### config.mk
export PLATFORM = sky130hd
export DESIGN_NAME = ps2_kbd_rx
export DESIGN_NICKNAME = d
export VERILOG_FILES = /design/src/rtl/ps2_kbd_rx.sv
export SDC_FILE = /design/constraint.sdc
export NUM_CORES = 1
export LEC_CHECK = 0
export BUFFER_PORTS_ARGS = -buffer_cell sky130_fd_sc_hd__buf_2
export CORE_ASPECT_RATIO = 1.4
export CORE_MARGIN = 2
export CORE_UTILIZATION = 50
export CTS_CLUSTER_SIZE = 24
export DETAILED_ROUTE_END_ITERATION = 7
export HOLD_SLACK_MARGIN = 0.15
export PLACE_DENSITY = 0.75
export SETUP_SLACK_MARGIN = 0.4
export SLEW_MARGIN = 20
export SYNTH_ARGS = -nofsm -noshare
export SYNTH_HDL_FRONTEND = slang
export SYNTH_SLANG_ARGS = --single-unit
export TNS_END_PERCENT = 5
### constraint.sdc
create_clock -name clk -period 2.2 [get_ports clk]
set_clock_uncertainty 0.2 [all_clocks]
set_input_delay 0.11 -clock clk [delete_from_list [all_inputs] [get_ports clk]]
set_output_delay 0.11 -clock clk [all_outputs]
set_load 0.02 [all_outputs]
### src/rtl/ps2_kbd_rx.sv
// ps2_kbd_rx: PS/2 keyboard receiver (device-to-host only).
// Synchronises and de-glitches kclk/kd, deframes 11-bit frames (start, 8 data
// LSB-first, odd parity, stop) and queues good bytes behind a valid/ready port.
// Build option: define PS2_RX_FIFO_EN for a 2**FIFO_AW-entry first-word-fall-through
// FIFO; otherwise the queue is a single holding register.
// Handshake: vld_o is high while dat_o holds an unread byte; the byte is consumed on
// any rising clk edge where vld_o && rdy_i, and dat_o does not change while vld_o=1
// and rdy_i=0. vld_o never waits on rdy_i.
module ps2_kbd_rx #(
    parameter int CLK_FREQ    = 100_000_000,
    parameter int FILTER_LEN  = 8,
    parameter int TIMEOUT_CYC = CLK_FREQ / 10000,
    parameter int FIFO_AW     = 3
) (
    input  logic       clk,
    input  logic       rst,
    input  logic       kclk,
    input  logic       kd,
    output logic [7:0] dat_o,
    output logic       vld_o,
    input  logic       rdy_i,
    output logic       err_par_o,
    output logic       err_frm_o,
    output logic       ovf_o,
    output logic       busy_o
);

    localparam int FCW = $clog2(FILTER_LEN + 1);
    localparam int TCW = $clog2(TIMEOUT_CYC + 1);

    if (FIFO_AW < 1 || FILTER_LEN < 1 || TIMEOUT_CYC < 2) begin : g_param_chk
        $error("ps2_kbd_rx: illegal parameter value");
    end

    typedef enum logic [1:0] {IDLE, DATA, PARITY, STOP} state_t;

    // FSM state; named state_q so a checker can bind to it directly.
    state_t         state_q, state_d;
    logic [7:0]     sr_q, sr_d;
    logic [2:0]     bitcnt_q, bitcnt_d;
    logic           par_q, par_d;
    logic [TCW-1:0] tcnt_q;
    logic           kclk_s1, kclk_s2, kd_s1, kd_s2;
    logic           kclk_f;
    logic [FCW-1:0] fcnt;
    logic           fall;
    logic           push, perr_d, ferr_d, pop, timeout;

    // Two-flop synchronisers for both pins, preset to the idle-high level.
    always_ff @(posedge clk or posedge rst) begin
        if (rst) begin
            kclk_s1 <= 1'b1;
            kclk_s2 <= 1'b1;
            kd_s1   <= 1'b1;
            kd_s2   <= 1'b1;
        end else begin
            kclk_s1 <= kclk;
            kclk_s2 <= kclk_s1;
            kd_s1   <= kd;
            kd_s2   <= kd_s1;
        end
    end

    // kclk filter: the filtered level follows only after FILTER_LEN consecutive
    // differing samples; fall is a one-cycle strobe on a filtered 1->0 change.
    always_ff @(posedge clk or posedge rst) begin
        if (rst) begin
            kclk_f <= 1'b1;
            fcnt   <= '0;
            fall   <= 1'b0;
        end else begin
            fall <= 1'b0;
            if (kclk_s2 == kclk_f) begin
                fcnt <= '0;
            end else if (fcnt == FCW'(FILTER_LEN - 1)) begin
                kclk_f <= kclk_s2;
                fcnt   <= '0;
                fall   <= kclk_f;
            end else begin
                fcnt <= fcnt + 1'b1;
            end
        end
    end

    // FSM state, shift register, bit counter, parity latch and inter-bit timer.
    always_ff @(posedge clk or posedge rst) begin
        if (rst) begin
            state_q   <= IDLE;
            sr_q      <= '0;
            bitcnt_q  <= '0;
            par_q     <= 1'b0;
            tcnt_q    <= '0;
            err_par_o <= 1'b0;
            err_frm_o <= 1'b0;
        end else begin
            state_q   <= state_d;
            sr_q      <= sr_d;
            bitcnt_q  <= bitcnt_d;
            par_q     <= par_d;
            err_par_o <= perr_d;
            err_frm_o <= ferr_d;
            if (state_q == IDLE || fall) tcnt_q <= '0;
            else                         tcnt_q <= tcnt_q + 1'b1;
        end
    end

    assign timeout = (state_q != IDLE) && !fall && (tcnt_q == TCW'(TIMEOUT_CYC - 1));

    // Frame decoder: advances on fall; a stalled kclk inside a frame aborts it.
    always_comb begin
        state_d  = state_q;
        sr_d     = sr_q;
        bitcnt_d = bitcnt_q;
        par_d    = par_q;
        push     = 1'b0;
        perr_d   = 1'b0;
        ferr_d   = 1'b0;
        case (state_q)
            IDLE: if (fall && !kd_s2) begin
                state_d  = DATA;
                bitcnt_d = '0;
            end
            DATA: if (fall) begin
                sr_d     = {kd_s2, sr_q[7:1]};
                bitcnt_d = bitcnt_q + 1'b1;
                if (bitcnt_q == 3'd7) state_d = PARITY;
            end
            PARITY: if (fall) begin
                par_d   = kd_s2;
                state_d = STOP;
            end
            STOP: if (fall) begin
                state_d = IDLE;
                if (!kd_s2)              ferr_d = 1'b1;
                else if (^{sr_q, par_q}) push   = 1'b1;
                else                     perr_d = 1'b1;
            end
            default: state_d = IDLE;
        endcase
        if (timeout) begin
            state_d = IDLE;
            ferr_d  = 1'b1;
        end
    end

    assign busy_o = (state_q != IDLE);
    assign pop    = vld_o && rdy_i;

`ifdef PS2_RX_FIFO_EN
    localparam int DEPTH = 2 ** FIFO_AW;

    logic [7:0]         mem [DEPTH];
    logic [FIFO_AW-1:0] wptr, rptr;
    logic [FIFO_AW:0]   cnt;
    logic               full, push_ok;

    assign full    = (cnt == (FIFO_AW + 1)'(DEPTH));
    assign push_ok = push && (!full || pop);
    assign vld_o   = (cnt != '0);
    assign dat_o   = vld_o ? mem[rptr] : 8'h00;

    // FIFO storage; a push into a full FIFO succeeds only if a pop frees a slot.
    always_ff @(posedge clk) begin
        if (push_ok) mem[wptr] <= sr_q;
    end

    // FIFO pointers, occupancy and overflow pulse; pointers wrap modulo DEPTH.
    always_ff @(posedge clk or posedge rst) begin
        if (rst) begin
            wptr  <= '0;
            rptr  <= '0;
            cnt   <= '0;
            ovf_o <= 1'b0;
        end else begin
            ovf_o <= push && !push_ok;
            if (push_ok) wptr <= wptr + 1'b1;
            if (pop)     rptr <= rptr + 1'b1;
            case ({push_ok, pop})
                2'b10:   cnt <= cnt + 1'b1;
                2'b01:   cnt <= cnt - 1'b1;
                default: cnt <= cnt;
            endcase
        end
    end
`else
    logic [7:0] hold;
    logic       hold_vld;

    assign vld_o = hold_vld;
    assign dat_o = hold;

    // Single holding register; a simultaneous pop makes room for the push.
    always_ff @(posedge clk or posedge rst) begin
        if (rst) begin
            hold     <= '0;
            hold_vld <= 1'b0;
            ovf_o    <= 1'b0;
        end else begin
            ovf_o <= 1'b0;
            if (push) begin
                if (!hold_vld || pop) begin
                    hold     <= sr_q;
                    hold_vld <= 1'b1;
                end else begin
                    ovf_o <= 1'b1;
                end
            end else if (pop) begin
                hold_vld <= 1'b0;
            end
        end
    end
`endif

endmodule

# After elaboration in Yosys (flattened, before gate mapping)
# Cells that the tools add are included.
[op_classes]
add_sub_neg = 3
n_eq_ne = 15
n_mux = 32
n_bitwise = 1
n_reduce_logical = 21
[op_table]
columns = ["cell", "count"]
rows = [
  ["1-bit two-way mux", 19],
  ["14-bit by 1-bit adder with 14-bit output, second input constant", 1],
  ["14-bit equality test, second input constant", 1],
  ["14-bit two-way mux", 1],
  ["2-bit two-way mux", 6],
  ["3-bit != test, second input constant", 4],
  ["2-bit AND reduction", 5],
  ["9-bit parity", 1],
  ["4-bit two-way mux", 2],
  ["2-bit case mux with 4 select lines", 1],
  ["3-bit two-way mux", 2],
  ["3-bit case mux with 2 select lines", 1],
  ["2-bit nonzero test", 3],
  ["5-bit AND reduction", 1],
  ["4-bit by 1-bit adder with 4-bit output, second input constant", 1],
  ["2-bit equality test, second input constant", 2],
  ["4-bit by 3-bit equality test with 1-bit output, second input constant", 1],
  ["1-bit logical AND", 4],
  ["2-bit by 1-bit != test with 1-bit output, second input constant", 2],
  ["3-bit by 1-bit adder with 3-bit output, second input constant", 1],
  ["3-bit equality test, second input constant", 1],
  ["1-bit zero test", 3],
  ["3-bit by 2-bit != test with 1-bit output, second input constant", 1],
  ["3-bit AND reduction", 1],
  ["6 further kinds", 7],
]
[totals]
elab_cells = 89
reg_bits = 50
output_inout_bits = 13
inputBits = 5

# Longest topological paths before layout
# Gate-level depths: netlist (run 1).
[depth]
word_depth = 7
depth_mapped = 7
depth_no_buf = 7

# Least setup slack after synthesis (run 1)
# No wires, ideal clock.
[synth_path]
path_type = "reg-to-reg"
from = "register state_q[0]"
to = "register state_q[0]"
synth_period_minus_slack_ns = 2.025
setup_time_ns = 0.121
setup_slack_ns = 0.175
path_buffers = 1
arrival_ns = 1.705
stages_incl_launch_ff = 8
t_required_ns = 1.879
cell_sequence = "dfrtp_1 > inv_1 > ha_1 > or2_2 > clkbuf_1 > nor3_1 > o21ai_0 > a22o_1"
[synth_between]
elab_chain_cells = 5
elab_cells_between_ends = 15
cone_classes = "eq/ne (8); mux (2); reduce/logical (5)"
[synth_lines]
columns = ["element", "line", "source"]
rows = [
  ["from (decl)", "38", "state_t state_q, state_d;"],
  ["from (signal assigned)", "96", "state_q <= state_d;"],
  ["2-bit nonzero test", "107", "assign timeout = (state_q != IDLE) && !fall && (tcnt_q == TCW'(TIMEOUT_CYC - 1));"],
  ["1-bit logical AND (2 in series)", "107", ""],
  ["3-bit != test (no line) or 3-bit by 2-bit != test with 1-bit output (tied branches)", "-", ""],
  ["5-bit AND reduction (no line)", "-", ""],
]
# Parallel ways exist; a longest one is shown, timed or not.
# A chain may end at the register's enable or synchronous reset.

# Worst setup path after layout (run 1)
[layout_path]
from = "register sr_q[5]"
to = "register hold[3] (netlist: dat_o[3])"
[layout_between]
elab_chain_cells = 6
[layout_lines]
columns = ["element", "line", "source"]
rows = [
  ["from (decl)", "39", "logic [7:0] sr_q, sr_d;"],
  ["from (signal assigned)", "97", "sr_q <= sr_d;"],
  ["9-bit parity", "135", "else if (^{sr_q, par_q}) push = 1'b1;"],
  ["1-bit two-way mux", "135", ""],
  ["1-bit two-way mux", "134", "if (!kd_s2) ferr_d = 1'b1;"],
  ["1-bit two-way mux", "132", "STOP: if (fall) begin"],
  ["1-bit two-way mux", "118", "case (state_q)"],
  ["2-bit AND reduction (no line)", "-", ""],
  ["to (signal assigned)", "202", "hold <= sr_q;"],
  ["to (decl)", "186", "logic [7:0] hold;"],
]
# No other way between the ends.

==> results of run 1 <==
-- metal layers --
metal  GRT usage  routed length [microns]
met3      0.0467                       84
met4      0.0533                       42
met1       0.186                     1460
met2       0.268                     1800
met5           0                        0
-- stage by stage --
step	cell area, sq um	hold slack [ns]
2_1_floorplan	2210	-0.0855
3_3_place_gp	2380	-0.0565
3_5_place_dp	2380	-0.0545
4_1_cts	2550	0.160
5_1_grt	2560	0.168
6_report	2560	0.160
-- flip-flops by register name, indices dropped and copies added, names as in the netlist --
signal and cells:
tcnt_q 14, dat_o 8, sr_q 8, fcnt 4
bitcnt_q 3, state_q 2, err_frm_o 1, err_par_o 1
fall 1, kclk_f 1, kclk_s1 1, kclk_s2 1
kd_s1 1, kd_s2 1, ovf_o 1, par_q 1
vld_o 1
-- worst register-to-register path: stages, from the launching register on --
cell,delay (ns)
dfrtp_1,0.40
xnor2_1,0.17
xnor3_1,0.45
xnor2_2,0.23
nand3b_4,0.17
mux2_2,0.30
-- power breakdown --
part           switching, mW  internal [mW]
combinational         0.0511         0.0483
clock                  0.287          0.335
sequential            0.0272          0.961
-- timing repair --
action                                 4_1_cts  5_1_grt
setup endpoints to repair                   13       26
endpoints found under the hold margin       54        0
pin swaps                                    4        3
gates resized for setup                      0        2
hold buffers                                 4        0
setup buffers                                2        0
-- kinds of logic after synthesis --
group,count (synthesis),share of synthesized area
adder cells (fa/ha/maj),8,0.0455
flip-flops,50,0.572
multiplexers,20,0.102
AND/OR/NAND/NOR,56,0.132
XOR/XNOR,19,0.0853
buffers and inverters,11,0.0188
AO/OA/AOI/OAI,15,0.0444
-- worst paths after layout --
| kind | start | to |
|---|---|---|
| min in group asynchronous | rst | bitcnt_q[2] |
| worst min-delay path | kclk_s1 | kclk_s2 |
| worst max-delay path | sr_q[5] | dat_o[3] |
| max in group asynchronous | rst | kclk_f |
| worst min register to register | kclk_s1 | kclk_s2 |
| worst max register to register | sr_q[5] | dat_o[3] |
-- area by class of cell --
cell class	instances	area, sq um
clock buffer	5	68.8
tap	60	75.1
sequential	50	1260
multi-input combinational	118	922
inverter	9	33.8
timing repair buffer	26	163
clock inverter	3	40.0
fill	333	1680
-- synth_stat cells, types with 2 or more instances --
cell      instances
or3_1             2
dfstp_2           5
a21oi_1           4
nor2b_1           2
nand2_1           8
nand4_1           2
xnor2_1          10
clkbuf_1          2
and3_1            3
nor2_1           18
ha_1              8
nand2b_1          2
nor3_1            5
dfrtp_1          45
a22o_1            3
o21ai_0           4
xor2_1            7
nand3_1           8
inv_1             9
mux2_2           20
==> results.yml, run 1 <==
placement:
  dp_hpwl_mm: 2.38
  place_worst_setup_slack_ns: 0.101
  portBuffers: 17
  dp_cells: 257
  gp_congestion: 0.766
synthesis:
  synth.largest_area_cell: "dfrtp_1"
  ys_seq_area_frac: 0.572
  synth_edf_count: 0
  async_reset_ff_frac: 1.00
  synth.avg_cell_area_sq_um: 12.3
  synthCells: 179
  synth_seq_cells: 50
  synth_nets: 192
  yosysTopAreaCellShare: 0.512
  ys_types: 32
  synthTopCellsByArea: "dfrtp_1 (51%), mux2_2 (10%), dfstp_2 (6.0%), ha_1 (4.6%), xnor2_1 (4.0%)"
  netlist_area_sq_um: 2200
  ys.flop_type: "dfrtp_1"
  yosysWarnings: 0
power_and_ir_drop:
  ir_drop_mv: 0.495
  finalPower_mw: 1.71
  cellPowerDensity_nw_per_um2: 668
  p_leak_nw: 1.28
critical_path:
  cp.arrival_ns: 2.03
  end_kind: "register"
  startpoint_type: "register"
  cp.required_ns: 2.19
  crit_path_top_delay_cell: "xnor3_1"
  crit_fanout: 8
  crit_type: "reg2reg"
  cp.depth: 5
  reg2reg_slack_ns: 0.16
  critPathTopFamily: "XOR/XNOR gates"
  path_cells: "xnor2_1, xnor3_1, xnor2_2, nand3b_4, mux2_2"
  max_stage_delay_ns: 0.45
  crit_buf_inv: 0
  r2r_cells: 5
route:
  dr.pass1.iters: 4
  routedWlPerCell_microns: 12.5
  vias_per_cell: 5.09
  drc: 0
  num_vias: 1380
  ant_nets: 0
  wl_mm: 3.38
  initialDrtViolationCount: 49
cts:
  clkTransAtPathRegs_ns: 0.09
  numCtsBuffers: 5
  clock-sinks: 50
  cts_tree: "done"
  clockRootBuffer: "clkbuf_8"
  cts.path.max_buffers: 2
  insertion_delay_ns: 0.30
  htreeDepth: 2
global_routing:
  grt_max_degree: 33
  grt_util_all_layers: 0.157
  grt_pass1_wl_mm: 5.81
  antenna_found_initial: 0
  grt_pass1_vias: 1357
  gr-total-overflow: 0
sta:
  grt_setup_unrepaired: "yes"
  tns_ns: 0
  max-slew-margin-rel: 0.738
  finalCriticalPeriod_ns: 2.04
  min_period_over_period: 0.929
  setup_ws_ns: 0.155
  hold_viol_final: 0
  slew_violations: 0
  achievable-frequency_ghz: 0.489
  finalSetupViolCount: 0
  worst-slew-pin-transition_ns: 0.390
floorplanning:
  start_util: 0.519
  fp.dieW_microns: 60.1
  fp.dieH_microns: 82.5
  io_pins: 18
  rows: 28
  core-area_sq_um: 4240
  die-area_sq_um: 4950
layout:
  layout_commonest_cell: "dfrtp_1"
  final_nets: 223
  area_growth_pct: 16.4
  post-route-util: 0.604
  stdcell_count: 271
  final_cell_mix: "dfrtp_1 (45), mux2_2 (20), nor2_1 (18)"
  antenna_cells: 0
  layout-drive-gt1-share: 0.299
min_path:
  hold_depth: 0
  holdCritPathClass: "reg2reg"
outcome:
  status: "finished, final reports clean"
job:
  maxCapViolCount: 0
No activity file was read; power rests on OpenSTA's default activity.
==> inputs of run 2 (changes only) <==
--- a/config.mk
+++ b/config.mk
@@ -12,7 +12,7 @@
 export CTS_CLUSTER_SIZE = 24
 export DETAILED_ROUTE_END_ITERATION = 7
 export HOLD_SLACK_MARGIN = 0.15
-export PLACE_DENSITY = 0.75
+export PLACE_DENSITY = 0.73
 export SETUP_SLACK_MARGIN = 0.4
 export SLEW_MARGIN = 20
 export SYNTH_ARGS = -nofsm -noshare
==> constraint.sdc (replaced) <==
create_clock -name clk -period 1.95 [get_ports clk]
set_clock_uncertainty 0.2 [all_clocks]
set_input_delay 0.0975 -clock clk [delete_from_list [all_inputs] [get_ports clk]]
set_output_delay 0.0975 -clock clk [all_outputs]
set_load 0.02 [all_outputs]
==> run 2 against run 1 <==
- the flow now finishes with violations (setup timing)
- count of clock-buffer cells in the layout stayed put
- critical path type unchanged
- critical path depth stayed put
- final cell count is 2.2% higher
==> results.yml, run 2 (synthesis results as in run 1) <==
layout:
  antenna_cells: 0
  final_nets: 229
  regMostFlops: "tcnt_q"
  post-route-util: 0.649
  largest_register_ffs: 14
  layout-drive-gt1-share: 0.429
  final_cell_mix: "dfrtp_1 (42), mux2_2 (19), nor2_1 (17)"
  fillCellCount: 301
  layout_commonest_cell: "dfrtp_1"
  stdcell_count: 277
  fin_area_sq_um: 2750
  area_growth_pct: 25.0
placement:
  dp_cells: 265
  portBuffers: 17
  dp_hpwl_mm: 2.95
  dpl_cell_area_sq_um: 2440
  gp_congestion: 0.809
  place_worst_setup_slack_ns: -0.0974
route:
  wl_mm: 4.18
  drc: 0
  dr.pass1.iters: 3
  vias_per_cell: 5.18
  num_vias: 1434
  initialDrtViolationCount: 46
  routedWlPerCell_microns: 15.1
  ant_nets: 0
min_path:
  min_to: "kclk_s2"
  holdCritPathClass: "reg2reg"
  hold_depth: 0
  min-delay-start: "kclk_s1"
critical_path:
  startpoint_type: "register"
  cp.required_ns: 1.95
  path_cells: "xnor2_1, xnor3_1, xnor2_2, nand3b_4, mux2_2"
  crit_fanout: 8
  critPathTopFamily: "XOR/XNOR gates"
  r2r_start: "sr_q[7]"
  end_kind: "register"
  crit_buf_inv: 0
  cp.depth: 5
  crit_path_top_delay_cell: "xnor3_1"
  r2r-end: "dat_o[6]"
  crit_type: "reg2reg"
  r2r_cells: 5
  cp.arrival_ns: 2.05
  max_stage_delay_ns: 0.47
  reg2reg_slack_ns: -0.10
floorplanning:
  die-area_sq_um: 4950
  core-area_sq_um: 4240
  fp.dieW_microns: 60.1
  fp.dieH_microns: 82.5
  io_pins: 18
  rows: 28
  start_util: 0.519
cts:
  htreeDepth: 2
  numCtsBuffers: 5
  clock-sinks: 50
  cts_tree: "done"
  insertion_delay_ns: 0.30
  clockRootBuffer: "clkbuf_8"
  clkTransAtPathRegs_ns: 0.09
  cts.path.max_buffers: 2
power_and_ir_drop:
  p_leak_nw: 1.34
  cellPowerDensity_nw_per_um2: 666
  ir_drop_mv: 0.529
job:
  maxCapViolCount: 0
sta:
  grt_setup_unrepaired: "yes"
  hold_viol_final: 0
  achievable-frequency_ghz: 0.487
  finalSetupViolCount: 10
  slew_violations: 0
  max-slew-margin-rel: 0.638
  finalCriticalPeriod_ns: 2.05
  setup_ws_ns: -0.102
  worst-slew-pin-transition_ns: 0.542
  min_period_over_period: 1.05
global_routing:
  grt_max_degree: 28
  grt_pass1_wl_mm: 6.88
  grt_pass1_vias: 1548
  gr-total-overflow: 0
  grt_util_all_layers: 0.190
  antenna_found_initial: 0
outcome:
  violations: "setup timing"
  status: "finished, violations left"
run 2: worst max-delay path by stage:
stage | from | end | slack, ns
floorplan | sr_q[6] | dat_o[0] | 0.02
global placement | sr_q[6] | dat_o[0] | 0.005
detailed placement | sr_q[6] | dat_o[6] | -0.1
CTS | sr_q[7] | dat_o[5] | -0.11
global route | sr_q[7] | dat_o[5] | -0.22
finish | sr_q[7] | dat_o[6] | -0.10
run 2: layout make-up:
| class | instances | area (sq um) | share of cell area |
|---|---|---|---|
| Timing Repair Buffer | 32 | 221 | 0.0805 |
| Tap cell | 60 | 75.1 | 0.0273 |
| Clock inverter | 3 | 21.3 | 0.00773 |
| Clock buffer | 5 | 68.8 | 0.0250 |
| Multi-Input combinational cell | 118 | 1070 | 0.388 |
| Inverter | 9 | 36.3 | 0.0132 |
| Sequential cell | 50 | 1260 | 0.459 |
run 2: metal layers:
layer | global-route usage | vias to the layer above | share of wire
met2 | 0.364 | 20 | 0.59
li1 | - | 680 | -
met3 | 0.0389 | 11 | 0.023
met4 | 0.0800 | 0 | 0.024
met5 | 0 | - | 0
met1 | 0.192 | 723 | 0.36
run 2: report_power, final:
part / switching [mW] / leakage (nW) / total, mW / internal, mW
Combinational: 0.0624 / 0.621 / 0.121 / 0.0588
Sequential: 0.0318 / 0.674 / 1.12 / 1.08
Clock: 0.343 / 0.0441 / 0.595 / 0.252
run 2: per-stage QoR:
stage / total power [mW] / hold WS [ns] / setup TNS, ns
after floorplan: 1.21 / -0.0980 / 0
after global placement: 1.23 / -0.0460 / 0
after detailed placement: 1.25 / -0.0267 / -0.718
after CTS: 1.85 / 0.161 / -0.920
after global routing: 1.92 / 0.168 / -2.01
final: 1.83 / 0.162 / -0.832
run 2: repair_timing:
| action | in CTS | in global routing |
|---|---|---|
| endpoints found under the setup margin | 40 | 34 |
| hold buffers | 4 | 0 |
| pin swaps | 9 | 25 |
| endpoints found under the hold margin | 54 | 0 |
| cloned | 0 | 0 |
| buffers inserted | 0 | 0 |
| gates resized for setup | 22 | 22 |
